<file path="config.mk">
export PLATFORM = sky130hd
export DESIGN_NAME = axi4_lite_slv_reg_bank_flat
export DESIGN_NICKNAME = d
export VERILOG_FILES = /design/src/rtl/axi4_lite_if.sv /design/src/rtl/axi4_lite_slv_reg_bank.sv /design/src/flat_wrapper.sv
export SDC_FILE = /design/constraint.sdc
export NUM_CORES = 1
export LEC_CHECK = 0
export CAP_MARGIN = 15
export CORE_AREA = 2 2 266 268
export CTS_CLUSTER_SIZE = 14
export DETAILED_ROUTE_END_ITERATION = 10
export DIE_AREA = 0 0 268 270
export PLACE_DENSITY_LB_ADDON = 0.08
export RECOVER_POWER = 100
export SKIP_LAST_GASP = 1
export SYNTH_ARGS = -nofsm -noshare
export SYNTH_HDL_FRONTEND = slang
export SYNTH_SLANG_ARGS = --single-unit
</file>
<file path="constraint.sdc">
create_clock -name clk -period 2.9 [get_ports clk]
set_input_delay 0.29 -clock clk [delete_from_list [all_inputs] [get_ports clk]]
set_output_delay 0.29 -clock clk [all_outputs]
set_load 0.03 [all_outputs]
</file>
<file path="src/rtl/axi4_lite_if.sv">
// ============================================================================
//  Module   : axi4_lite_if
//  Brief    : AXI4-Lite bus bundle with master and slave modports.
//  Revision : 1.0 - initial release
// ============================================================================
`default_nettype none

interface axi4_lite_if #(
    parameter int ADDR_BIT_WIDTH = 32,
    parameter int DATA_BIT_WIDTH = 32
);
    logic [ADDR_BIT_WIDTH-1:0]   awaddr;
    logic [2:0]                  awprot;
    logic                        awvalid;
    logic                        awready;
    logic [DATA_BIT_WIDTH-1:0]   wdata;
    logic [DATA_BIT_WIDTH/8-1:0] wstrb;
    logic                        wvalid;
    logic                        wready;
    logic [1:0]                  bresp;
    logic                        bvalid;
    logic                        bready;
    logic [ADDR_BIT_WIDTH-1:0]   araddr;
    logic [2:0]                  arprot;
    logic                        arvalid;
    logic                        arready;
    logic [DATA_BIT_WIDTH-1:0]   rdata;
    logic [1:0]                  rresp;
    logic                        rvalid;
    logic                        rready;

    modport mst_port (
        output awaddr, awprot, awvalid, wdata, wstrb, wvalid, bready,
               araddr, arprot, arvalid, rready,
        input  awready, wready, bresp, bvalid, arready, rdata, rresp, rvalid
    );

    modport slv_port (
        input  awaddr, awprot, awvalid, wdata, wstrb, wvalid, bready,
               araddr, arprot, arvalid, rready,
        output awready, wready, bresp, bvalid, arready, rdata, rresp, rvalid
    );
endinterface

`default_nettype wire

</file>
<file path="src/rtl/axi4_lite_slv_reg_bank.sv">
// ============================================================================
//  Module   : axi4_lite_slv_reg_bank
//  Brief    : AXI4-Lite slave register bank with byte strobes, SLVERR decode
//             and per-register write pulses.
//  Revision : 1.0 - initial release
// ============================================================================
`default_nettype none

module axi4_lite_slv_reg_bank #(
    parameter int ADDR_BIT_WIDTH = 32,
    parameter int DATA_BIT_WIDTH = 32,
    parameter int NUM_REGS       = 16,
    parameter logic [NUM_REGS*DATA_BIT_WIDTH-1:0] REG_RST_VAL = '0
) (
    input  logic                                clk,
    input  logic                                sync_rst,
    axi4_lite_if.slv_port                       axi_if,
    output logic [NUM_REGS*DATA_BIT_WIDTH-1:0]  regs_out,
    output logic [NUM_REGS-1:0]                 wr_pulse
);
    localparam int                        STRB_W   = DATA_BIT_WIDTH / 8;
    localparam int                        ADDR_LSB = $clog2(STRB_W);
    localparam logic [ADDR_BIT_WIDTH-1:0] c_num_regs   = ADDR_BIT_WIDTH'(NUM_REGS);
    localparam logic [1:0]                c_resp_okay  = 2'b00;
    localparam logic [1:0]                c_resp_slverr = 2'b10;

    // Channel state: each flag is one bit of a 1-2 state machine
    logic                        r_aw_held, r_w_held, r_bvalid, r_rvalid;
    logic                        r_awready, r_wready, r_arready;
    logic [ADDR_BIT_WIDTH-1:0]   r_awaddr;
    logic [DATA_BIT_WIDTH-1:0]   r_wdata;
    logic [STRB_W-1:0]           r_wstrb;
    logic [1:0]                  r_bresp, r_rresp;
    logic [DATA_BIT_WIDTH-1:0]   r_rdata;
    logic [DATA_BIT_WIDTH-1:0]   r_regs [NUM_REGS];
    logic [NUM_REGS-1:0]         r_wr_pulse;

    logic                        w_aw_hs, w_w_hs, w_ar_hs, w_commit;
    logic                        w_nxt_aw_held, w_nxt_w_held, w_nxt_bvalid, w_nxt_rvalid;
    logic [ADDR_BIT_WIDTH-1:0]   w_aw_idx, w_ar_idx;
    logic                        w_aw_ok, w_ar_ok;
    logic [DATA_BIT_WIDTH-1:0]   w_rd_data;
    logic                        w_unused_prot;

    assign w_unused_prot = ^{axi_if.awprot, axi_if.arprot};

    // Next-state logic
    always_comb begin
        w_aw_hs  = axi_if.awvalid & r_awready;
        w_w_hs   = axi_if.wvalid  & r_wready;
        w_ar_hs  = axi_if.arvalid & r_arready;
        w_commit = r_aw_held & r_w_held & ~r_bvalid;

        w_aw_idx = r_awaddr >> ADDR_LSB;
        w_ar_idx = axi_if.araddr >> ADDR_LSB;
        w_aw_ok  = (w_aw_idx < c_num_regs);
        w_ar_ok  = (w_ar_idx < c_num_regs);

        w_nxt_aw_held = r_aw_held;
        w_nxt_w_held  = r_w_held;
        if (w_commit) begin
            w_nxt_aw_held = 1'b0;
            w_nxt_w_held  = 1'b0;
        end else begin
            if (w_aw_hs) w_nxt_aw_held = 1'b1;
            if (w_w_hs)  w_nxt_w_held  = 1'b1;
        end
        w_nxt_bvalid = w_commit | (r_bvalid & ~axi_if.bready);
        w_nxt_rvalid = w_ar_hs  | (r_rvalid & ~axi_if.rready);

        // Out-of-range index matches no register, so the mux yields zero
        w_rd_data = '0;
        for (int i = 0; i < NUM_REGS; i++) begin
            if (w_ar_idx == ADDR_BIT_WIDTH'(i)) w_rd_data = r_regs[i];
        end
    end

    // State and datapath registers
    always_ff @(posedge clk) begin
        if (sync_rst) begin
            r_aw_held  <= 1'b0;
            r_w_held   <= 1'b0;
            r_bvalid   <= 1'b0;
            r_rvalid   <= 1'b0;
            r_awready  <= 1'b0;
            r_wready   <= 1'b0;
            r_arready  <= 1'b0;
            r_awaddr   <= '0;
            r_wdata    <= '0;
            r_wstrb    <= '0;
            r_bresp    <= c_resp_okay;
            r_rresp    <= c_resp_okay;
            r_rdata    <= '0;
            r_wr_pulse <= '0;
            for (int i = 0; i < NUM_REGS; i++) begin
                r_regs[i] <= REG_RST_VAL[i*DATA_BIT_WIDTH +: DATA_BIT_WIDTH];
            end
        end else begin
            r_aw_held <= w_nxt_aw_held;
            r_w_held  <= w_nxt_w_held;
            r_bvalid  <= w_nxt_bvalid;
            r_rvalid  <= w_nxt_rvalid;
            r_awready <= ~w_nxt_aw_held;
            r_wready  <= ~w_nxt_w_held;
            r_arready <= ~w_nxt_rvalid;

            if (w_aw_hs) r_awaddr <= axi_if.awaddr;
            if (w_w_hs) begin
                r_wdata <= axi_if.wdata;
                r_wstrb <= axi_if.wstrb;
            end
            if (w_commit) r_bresp <= w_aw_ok ? c_resp_okay : c_resp_slverr;

            r_wr_pulse <= '0;
            for (int i = 0; i < NUM_REGS; i++) begin
                if (w_commit && w_aw_ok && (w_aw_idx == ADDR_BIT_WIDTH'(i))) begin
                    r_wr_pulse[i] <= 1'b1;
                    for (int b = 0; b < STRB_W; b++) begin
                        if (r_wstrb[b]) r_regs[i][b*8 +: 8] <= r_wdata[b*8 +: 8];
                    end
                end
            end

            if (w_ar_hs) begin
                r_rdata <= w_rd_data;
                r_rresp <= w_ar_ok ? c_resp_okay : c_resp_slverr;
            end
        end
    end

    // Outputs
    assign axi_if.awready = r_awready;
    assign axi_if.wready  = r_wready;
    assign axi_if.bvalid  = r_bvalid;
    assign axi_if.bresp   = r_bresp;
    assign axi_if.arready = r_arready;
    assign axi_if.rvalid  = r_rvalid;
    assign axi_if.rdata   = r_rdata;
    assign axi_if.rresp   = r_rresp;
    assign wr_pulse       = r_wr_pulse;

    always_comb begin
        regs_out = '0;
        for (int i = 0; i < NUM_REGS; i++) begin
            regs_out[i*DATA_BIT_WIDTH +: DATA_BIT_WIDTH] = r_regs[i];
        end
    end
endmodule

`default_nettype wire

</file>
<file path="src/flat_wrapper.sv">
// flat-port wrapper written by rule: the top's interface ports become plain ports
module axi4_lite_slv_reg_bank_flat 
#(
    parameter int ADDR_BIT_WIDTH = 32,
    parameter int DATA_BIT_WIDTH = 32,
    parameter int NUM_REGS       = 16,
    parameter logic [NUM_REGS*DATA_BIT_WIDTH-1:0] REG_RST_VAL = '0
)
  (clk, sync_rst, regs_out, wr_pulse, axi_if_awaddr, axi_if_awprot, axi_if_awvalid, axi_if_wdata, axi_if_wstrb, axi_if_wvalid, axi_if_bready, axi_if_araddr, axi_if_arprot, axi_if_arvalid, axi_if_rready, axi_if_awready, axi_if_wready, axi_if_bresp, axi_if_bvalid, axi_if_arready, axi_if_rdata, axi_if_rresp, axi_if_rvalid);
  axi4_lite_if #(.ADDR_BIT_WIDTH(ADDR_BIT_WIDTH), .DATA_BIT_WIDTH(DATA_BIT_WIDTH)) axi_if_i ();
  input  logic clk;
  input  logic sync_rst;
  output logic [NUM_REGS*DATA_BIT_WIDTH-1:0] regs_out;
  output logic [NUM_REGS-1:0] wr_pulse;
  input wire logic [$bits(axi_if_i.awaddr)-1:0] axi_if_awaddr;
  input wire logic [$bits(axi_if_i.awprot)-1:0] axi_if_awprot;
  input wire logic [$bits(axi_if_i.awvalid)-1:0] axi_if_awvalid;
  input wire logic [$bits(axi_if_i.wdata)-1:0] axi_if_wdata;
  input wire logic [$bits(axi_if_i.wstrb)-1:0] axi_if_wstrb;
  input wire logic [$bits(axi_if_i.wvalid)-1:0] axi_if_wvalid;
  input wire logic [$bits(axi_if_i.bready)-1:0] axi_if_bready;
  input wire logic [$bits(axi_if_i.araddr)-1:0] axi_if_araddr;
  input wire logic [$bits(axi_if_i.arprot)-1:0] axi_if_arprot;
  input wire logic [$bits(axi_if_i.arvalid)-1:0] axi_if_arvalid;
  input wire logic [$bits(axi_if_i.rready)-1:0] axi_if_rready;
  output wire logic [$bits(axi_if_i.awready)-1:0] axi_if_awready;
  output wire logic [$bits(axi_if_i.wready)-1:0] axi_if_wready;
  output wire logic [$bits(axi_if_i.bresp)-1:0] axi_if_bresp;
  output wire logic [$bits(axi_if_i.bvalid)-1:0] axi_if_bvalid;
  output wire logic [$bits(axi_if_i.arready)-1:0] axi_if_arready;
  output wire logic [$bits(axi_if_i.rdata)-1:0] axi_if_rdata;
  output wire logic [$bits(axi_if_i.rresp)-1:0] axi_if_rresp;
  output wire logic [$bits(axi_if_i.rvalid)-1:0] axi_if_rvalid;
  assign axi_if_i.awaddr = axi_if_awaddr;
  assign axi_if_i.awprot = axi_if_awprot;
  assign axi_if_i.awvalid = axi_if_awvalid;
  assign axi_if_i.wdata = axi_if_wdata;
  assign axi_if_i.wstrb = axi_if_wstrb;
  assign axi_if_i.wvalid = axi_if_wvalid;
  assign axi_if_i.bready = axi_if_bready;
  assign axi_if_i.araddr = axi_if_araddr;
  assign axi_if_i.arprot = axi_if_arprot;
  assign axi_if_i.arvalid = axi_if_arvalid;
  assign axi_if_i.rready = axi_if_rready;
  assign axi_if_awready = axi_if_i.awready;
  assign axi_if_wready = axi_if_i.wready;
  assign axi_if_bresp = axi_if_i.bresp;
  assign axi_if_bvalid = axi_if_i.bvalid;
  assign axi_if_arready = axi_if_i.arready;
  assign axi_if_rdata = axi_if_i.rdata;
  assign axi_if_rresp = axi_if_i.rresp;
  assign axi_if_rvalid = axi_if_i.rvalid;
  axi4_lite_slv_reg_bank #(.ADDR_BIT_WIDTH(ADDR_BIT_WIDTH), .DATA_BIT_WIDTH(DATA_BIT_WIDTH), .NUM_REGS(NUM_REGS), .REG_RST_VAL(REG_RST_VAL)) u_core (.clk(clk), .sync_rst(sync_rst), .axi_if(axi_if_i), .regs_out(regs_out), .wr_pulse(wr_pulse));
endmodule
</file>
# ---- After elaboration in Yosys (flattened, before gate mapping)
# Memory sizes are Yosys's and may differ from the RTL's.
# Cells that the tools add are included.
dict set report totals {
  latchBits 0
  ram_bits 512
  ff_bits 127
  mem_count 1
  romBits 0
  word_cells 445
  inputBits 113
}
dict set report classes {
  addsub 0
  n_mul 0
  n_shift 0
  magnitude_cmp 2
  div_mod_pow 0
  eq_ne 30
  n_bitwise 79
  mux 300
  reduce_logical 19
}
# memory depth width read_ports rd_ports_with_merged_regs write_ports line_no
set memory_table {}
lappend memory_table {u_core.r_regs 16 32 16 0 16 axi4_lite_slv_reg_bank.sv:35} ;# logic [DATA_BIT_WIDTH-1:0] r_regs [NUM_REGS];
# op n
set ops {}
lappend ops {{$mux W32} 16}
lappend ops {{$mux W8} 64}
lappend ops {{$eq A30 B4 Y1 const B} 16}
lappend ops {{$eq A30 B3 Y1 const B} 8}
lappend ops {{$mux W1} 218}
lappend ops {{$eq A30 B2 Y1 const B} 4}
lappend ops {{$or A1 B1 Y1} 66}
lappend ops {{$logic_not A32 Y1} 2}
lappend ops {{$eq A30 B1 Y1 const B} 2}
lappend ops {{$lt A30 B5 Y1 const B} 2}
lappend ops {{$logic_and A1 B1 Y1} 17}
lappend ops {{$and A1 B1 Y1} 7}
lappend ops {{$not A1 Y1} 6}
lappend ops {{$mux W2} 2}

# ---- Longest topological paths before layout
# Gate-level depths: netlist of run 1.
dict set report logic_depth {
  depth_word 17
  mapped_depth 11
  ltp_nobuf 7
}

# ---- Worst setup path after synthesis of run 1
# OpenSTA, ideal clock, no wires.
dict set report synth_path {
  path_type {register to register}
  startpoint {register u_core.r_awaddr[27]}
  endpoint {memory u_core.r_regs[5][0] (netlist: u_core.r_regs[0][160]) (enable)}
  synth_period_minus_slack_ns 2.567
  stages_incl_launch_ff 7
  required_ns 2.566
  path_slack_ns 0.333
  path_buffers 0
  setup_ns 0.334
  t_arrival_ns 2.233
  cell_sequence {dfxtp_1 -> or4_1 -> nor4_2 -> nand3b_1 -> nor2_1 -> nand2_1 -> nand2b_1}
}
# item line_no
set synth_lines {}
lappend synth_lines {{start, declared} axi4_lite_slv_reg_bank.sv:30} ;# logic [ADDR_BIT_WIDTH-1:0] r_awaddr;
lappend synth_lines {{start signal, assigned} axi4_lite_slv_reg_bank.sv:107} ;# if (w_aw_hs) r_awaddr <= axi_if.awaddr;
lappend synth_lines {{end, declared} axi4_lite_slv_reg_bank.sv:35}

# ---- Worst setup path in the final report of run 1
dict set report layout_path {
  startpoint {input axi_if_araddr[9]}
  endpoint {register u_core.r_rdata[3] (netlist: u_core.axi_if.rdata[3])}
}
dict set report layout_via {
  elab_chain_cells 17
  word_cells_on_any_way 32
  cone_classes {eq/ne: 15; mux: 16; reduce/logical: 1}
}
# item line_no
set layout_lines {}
lappend layout_lines {{start, declared} flat_wrapper.sv:22} ;# input wire logic [$bits(axi_if_i.araddr)-1:0] axi_if_araddr;
lappend layout_lines {{$logic_not A32 Y1} axi4_lite_slv_reg_bank.sv:74} ;# if (w_ar_idx == ADDR_BIT_WIDTH'(i)) w_rd_data = r_regs[i];
lappend layout_lines {{$mux W32 (15 in series)} axi4_lite_slv_reg_bank.sv:74}
lappend layout_lines {{$mux W32 *} axi4_lite_slv_reg_bank.sv:74}
lappend layout_lines {{end signal, assigned} axi4_lite_slv_reg_bank.sv:125} ;# r_rdata <= w_rd_data;
lappend layout_lines {{end, declared} axi4_lite_slv_reg_bank.sv:34} ;# logic [DATA_BIT_WIDTH-1:0] r_rdata;
# Every way passes the cells marked *; elsewhere a longest branch is shown, timed or not.
# A chain may end at the register's enable or synchronous reset.

==> results of run 1 <==
## cell families after synthesis
| family | share of synthesized area [%] |
|---|---|
| AOI/OAI and AO/OA | 11.70 |
| buffers and inverters | 2.974 |
| muxes | 2.306 |
| and+or+nand+nor | 15.92 |
| DFF | 67.09 |
| other | 0.01410 |
## routing by layer
layer  up-vias  global-route usage, %  wire (um)  part of all wire [%]
li1      10120                      -          -                     -
met1     11897                  45.89      49320                    39
met2      1550                  54.28      58600                    46
met3       236                  6.628      12970                    10
met4         4                  13.48       5542                   4.4
met5         -                      0         27                 0.021
## power breakdown
group	switching (uW)	leakage (uW)	total [uW]	internal [uW]
clock	3790	0.00114	9160	5370
sequential	358	0.00629	10600	10200
combinational	1490	0.00759	2270	782
total	5640	0.0150	22000	16400
## cells in the mapped netlist (all sizes together) (5+ instances only)
cell type,n,area [um2]
edfxtp,512,15370
nor2,394,1484
nand2,253,949.7
a21oi,126,634.4
dfxtp,123,2462
clkbuf,121,454.2
nand2b,82,513.0
o21ai,74,370.3
a22oi,46,350.3
inv,41,153.9
nor3,38,247.7
o22ai,35,219.0
buf,34,178.9
nor4,32,385.4
o221ai,27,236.5
a21o,26,195.2
nand3,26,130.1
mux2i,23,230.2
a222oi,16,160.2
nand4,16,115.1
a221o,15,150.1
a221oi,15,137.6
mux4,15,337.8
nor2b,15,93.84
and3,13,81.33
o211ai,11,82.58
a22o,10,87.58
or3,9,56.30
a32oi,8,70.07
and2,7,43.79
a31o,6,52.55
o2111ai,6,52.55
a211oi,5,47.54
o2bb2ai,5,43.79
## final cells by class
| cell class | instances | area, um2 |
|---|---|---|
| flip-flops and latches | 635 | 17840 |
| clock inverters | 35 | 341.6 |
| inverters | 42 | 157.7 |
| multi-input cells | 1402 | 8006 |
| fillers | 6070 | 30570 |
| clock buffers | 95 | 1991 |
| well taps | 940 | 1176 |
| diodes | 2 | 5.005 |
| repair buffers | 1029 | 9457 |
## critical path, cell delays in order
cell	delay, ns
clkdlybuf4s50_1	0.48
or4_1	0.56
buf_4	0.21
nor3_1	0.44
nand4_1	0.32
clkbuf_2	0.29
o22ai_1	0.17
a41oi_1	0.14
o21ai_0	0.33
a21oi_1	0.10
## cells in the final DEF, fill, tap and decap left out, types with 13 or more instances in the layout
cell             Yosys  final
dlygate4sd3_1        0    568
edfxtp_1           512    512
nor2_1             392    392
buf_4                5    267
nand2_1            253    253
a21oi_1            125    125
dfxtp_1            123    123
clkdlybuf4s50_1      0     98
clkbuf_16            0     74
nand2b_1            82     71
o21ai_0             71     71
clkbuf_1           121     65
a22oi_1             45     45
inv_1               41     41
o22ai_1             35     35
nor3_1              29     29
o221ai_1            27     27
nand3_1             26     26
a21o_1              26     26
buf_12               0     24
mux2i_1             23     23
clkbuf_2             0     18
a222oi_1            16     16
nand4_1             15     15
nor2b_1             15     15
a221o_1             15     15
mux4_2              15     15
a221oi_1            14     15
and3_1              13     13
## stage by stage
step           utilization, %  setup slack (ns)
6_report                56.04           0.02764
5_1_grt                 56.04          0.006430
4_1_cts                 56.44           0.06624
3_5_place_dp            53.08           -0.3890
3_3_place_gp            53.08           -0.4081
2_1_floorplan               -            0.3326
## final timing paths
path                                    endpoint  slack (ns)                        startpoint
max          u_core.axi_if.rdata[3]$_SDFFE_PP0P_        0.03                  axi_if_araddr[9]
min              u_core.r_awaddr[6]$_SDFFE_PP0P_        0.22                  axi_if_awaddr[6]
max reg2reg      u_core.r_regs[1][154]$_DFFE_PP_        0.13  u_core.r_awaddr[27]$_SDFFE_PP0P_
min reg2reg     u_core.r_awaddr[29]$_SDFFE_PP0P_        0.45  u_core.r_awaddr[29]$_SDFFE_PP0P_
## repair_timing
| action | 4_1_cts | 5_1_grt |
|---|---|---|
| hold buffers | 0 | 0 |
| setup endpoints to repair | 0 | 81 |
| gates resized for setup | 0 | 12 |
## state kept, by name, indices dropped and copies added (netlist names)
| register | count |
|---|---|
| u_core.r_awaddr | 30 |
| u_core.axi_if.awready | 1 |
| u_core.axi_if.bvalid | 1 |
| u_core.axi_if.bresp | 1 |
| u_core.axi_if.rdata | 32 |
| u_core.r_regs | 512 |
| u_core.r_wdata | 32 |
| u_core.axi_if.rresp | 1 |
| u_core.r_wstrb | 4 |
| u_core.r_w_held | 1 |
| u_core.r_aw_held | 1 |
| u_core.axi_if.arready | 1 |
| u_core.axi_if.rvalid | 1 |
| u_core.axi_if.wready | 1 |
| u_core.wr_pulse | 16 |
==> reports/metrics.cfg, run 1 <==
[floorplan]
die_area_mm2 = 0.07236
die-height_um = 270
core_area_mm2 = 0.06954
ios = 682
rows = 97
start_util_pct = 38.23
die_w_um = 268

[placed_design]
dpl.cell_count = 4048
portBuffers = 669
hpwl_um = 101300
placed_area_mm2 = 0.03692
place.gp.congestion = 0.9944

[global_routing]
grt_pass1_wl_um = 174500
grt_use_total_pct = 34.11
grt_max_degree = 68
first_global_vias = 22923
overflow = 0
antenna_found_initial = 5

[hold_path]
hold_path_class = in -> reg
hold_depth = 3

[worst_setup_path]
worstPathMaxFanout = 7
crit_type = in -> reg
arrival_ns = 3.34
start_kind = primary input
worst_r2r_path_depth = 9
critPathRequiredTime_ns = 3.37
end_kind = register

[synth]
synth-edff-count = 512
synth_ff_type = edfxtp_1
yosysSeqAreaShare_pct = 67.09
avgSynthCellArea_um2 = 11.91
synthCells = 2233
synth_seq_cells = 635
ys_warn_count = 0
ys_async_sr_fraction_pct = 0
synth_cell_types = 71
synth_area_mm2 = 0.02659

[clock_network]
cts_buffers = 70
cts_sinks = 635
post_cts_buffers = 0
clk_latency_ns = 0.62
cts_tree = built
cts_buffer_depth = 3
root_buffer = clkbuf_16
cts.clk_slew.worst_paths_ns = 0.06
cts_max_level = 3

[drt]
ant_nets = 0
num_vias = 23807
avgViaCountPerCell = 5.695
drtIter0Drc = 2895
drc = 0
routedWlPerCell_um = 30.25
drt_pass1_iterations = 7
wirelength_um = 126500

[power]
p_leak_uw = 0.01502
powerDensity_mw_per_mm2 = 564.4
peakVddDrop_v = 0.0005026
power_uw = 21990

[layout]
layout.nets = 3293
stdcell_count = 4180
drive_above_1_share_pct = 15.32
syn2layout_area_growth_pct = 46.57
final_area_mm2 = 0.03897

[run_status]
outcome = finished with violations
violations = capacitance limit, slew limit

[sta]
tightest_slew_ns = 1.654
fin_setup_tns_ns = 0
post-route-min-period_ns = 2.872
setup_viol = 0
rsz0062_at_grt = false
finalMaxSlewViolations = 39
fmax_mhz = 348.1
skew_ns = 0.03165
timing.hold.ws_ns = 0.2243
final-hold-violation-count = 0
max-slew-margin-rel_pct = -10.24
finalCritPeriodShare_pct = 99.05

[run]
cap_viol_max_count = 1

Note: power is estimated with default switching activity, not from simulation.
==> run 2: changes to the inputs <==
Settings changed: CORE_AREA 2 2 266 268 to 2 2 263 265, DIE_AREA 0 0 268 270 to 0 0 265 267.
Clock period 2.9 ns to 3.6 ns, I/O delays scaled along.
==> run 2 against run 1 <==
The run still ends with capacitance limit, slew limit left. Cell count decreased by 4.8%. Clock-buffer cell count increased by 2. First-iteration DRC count is 10% higher. Flip-flop and latch count did not move. Register-to-register slack barely moved. Highest routed layer unchanged. Setup slack gained 0.042 ns. Clock power shrank 22%.
==> reports/metrics.cfg, run 2 (same netlist as run 1, synthesis figures left out) <==
[placed_design]
dpl.cell_count = 3845
portBuffers = 669
hpwl_um = 98470
place.gp.congestion = 0.9875

[worst_setup_path]
critPathRequiredTime_ns = 4.09
arrival_ns = 4.02
worstPathMaxFanout = 7
start_kind = primary input
crit_type = in -> reg
end_kind = register

[layout]
syn2layout_area_growth_pct = 41.99
layout_commonest_cell = dlygate4sd3_1
stdcell_count = 3978
final_cell_mix = dlygate4sd3_1, edfxtp_1, nor2_1
regMostFlops = u_core.r_regs
drive_above_1_share_pct = 11.77
regArea_mm2 = 0.01784
fill_cells = 5878
layout.nets = 3148
largest_register_ffs = 512
multi_input_area_mm2 = 0.007971

[sta]
setup_viol = 0
tightest_slew_ns = 2.296
final-hold-violation-count = 0
finalMaxSlewViolations = 210
finalCritPeriodShare_pct = 98.05
post-route-min-period_ns = 3.530
timing.hold.ws_ns = 0.2813
fmax_mhz = 283.3
skew_ns = 0.03115
max-slew-margin-rel_pct = -53.04
rsz0062_at_grt = false

[run_status]
violations = capacitance limit, slew limit
outcome = finished with violations

[drt]
drt_pass1_iterations = 5
routedWlPerCell_um = 31.57
num_vias = 23367
drt-met1-wl_um = 48560
dr_wl_met3_um = 14110
drtIter0Drc = 3191
avgViaCountPerCell = 5.874
ant_nets = 0
wirelength_um = 125600
drc = 0
highest_layer = met5
wl_met2_um = 58280

[run]
cap_viol_max_count = 4

[floorplan]
start_util_pct = 39.11
die_w_um = 265
core_area_mm2 = 0.06799
ios = 682
die-height_um = 267
die_area_mm2 = 0.07076
rows = 96

[hold_path]
hold_path_class = in -> reg

[power]
powerDensity_mw_per_mm2 = 462.5
p_leak_uw = 0.01434
peakVddDrop_v = 0.0003763

[clock_network]
post_cts_buffers = 0
cts_tree = built
cts.clk_slew.worst_paths_ns = 0.06
cts_sinks = 635
root_buffer = clkbuf_16
cts_buffers = 70
cts_resized = 0
cts_max_level = 3
cts-hold-fix-buffers = 0
cts_buffer_depth = 3
clk_latency_ns = 0.63

[global_routing]
grt_use_total_pct = 34.51
grt_max_degree = 92
grt_pass1_wl_um = 171500
first_global_vias = 22470
antenna_found_initial = 7
overflow = 0

-- run 2: worst paths after layout --
kind | slack (ns) | cells past startpoint | to | startpoint
worst min register to register | 0.45 | 2 | u_core.r_awaddr[30]$_SDFFE_PP0P_ | u_core.r_awaddr[30]$_SDFFE_PP0P_
worst max register to register | 0.13 | 7 | u_core.r_regs[1][128]$_DFFE_PP_ | u_core.r_awaddr[27]$_SDFFE_PP0P_
worst max-delay path | 0.07 | 10 | u_core.axi_if.rdata[15]$_SDFFE_PP0P_ | axi_if_araddr[27]
worst min-delay path | 0.28 | 3 | u_core.r_awaddr[8]$_SDFFE_PP0P_ | axi_if_awaddr[8]
-- run 2: cell type report --
| class | count | share of cell area (%) |
|---|---|---|
| Inverter | 42 | 0.4176 |
| Tap cell | 882 | 2.923 |
| Multi-Input combinational cell | 1402 | 21.12 |
| Clock buffer | 97 | 5.213 |
| Sequential cell | 635 | 47.25 |
| Antenna cell | 4 | 0.02651 |
| Timing Repair Buffer | 884 | 22.26 |
| Clock inverter | 32 | 0.7921 |
-- run 2: report_power, final --
group	internal, uW	leakage [uW]	switching [uW]
combinational	591	0.00693	1200
sequential	8220	0.00629	267
clock	4090	0.00113	3100
-- run 2: routing by layer --
layer  vias up  GRT usage (%)
met2      1599          55.07
met3       235          8.709
met5         -              0
met1     11675          45.71
met4         4          12.31
li1       9854              -
-- run 2: stage by stage --
stage	worst slack (ns)	setup TNS [ns]	utilization (%)	area, um2	total power (uW)
2_1_floorplan	1.033	0	-	26590	9457
3_3_place_gp	-0.03177	-0.03177	52.41	35630	10490
3_5_place_dp	-0.02798	-0.02798	52.41	35630	10500
4_1_cts	0.2088	0	55.74	37900	17580
5_1_grt	0.02216	0	55.52	37740	17860
6_report	0.07012	0	55.53	37750	17460
-- run 2: critical path, stage by stage --
cell,delay [ns]
dlygate4sd3_1,0.62
nor4_4,0.45
nand2_1,0.17
nor3_1,0.80
clkbuf_1,0.20
clkbuf_1,0.52
a2bb2oi_1,0.20
o22a_1,0.27
o221ai_1,0.31
a22oi_1,0.11
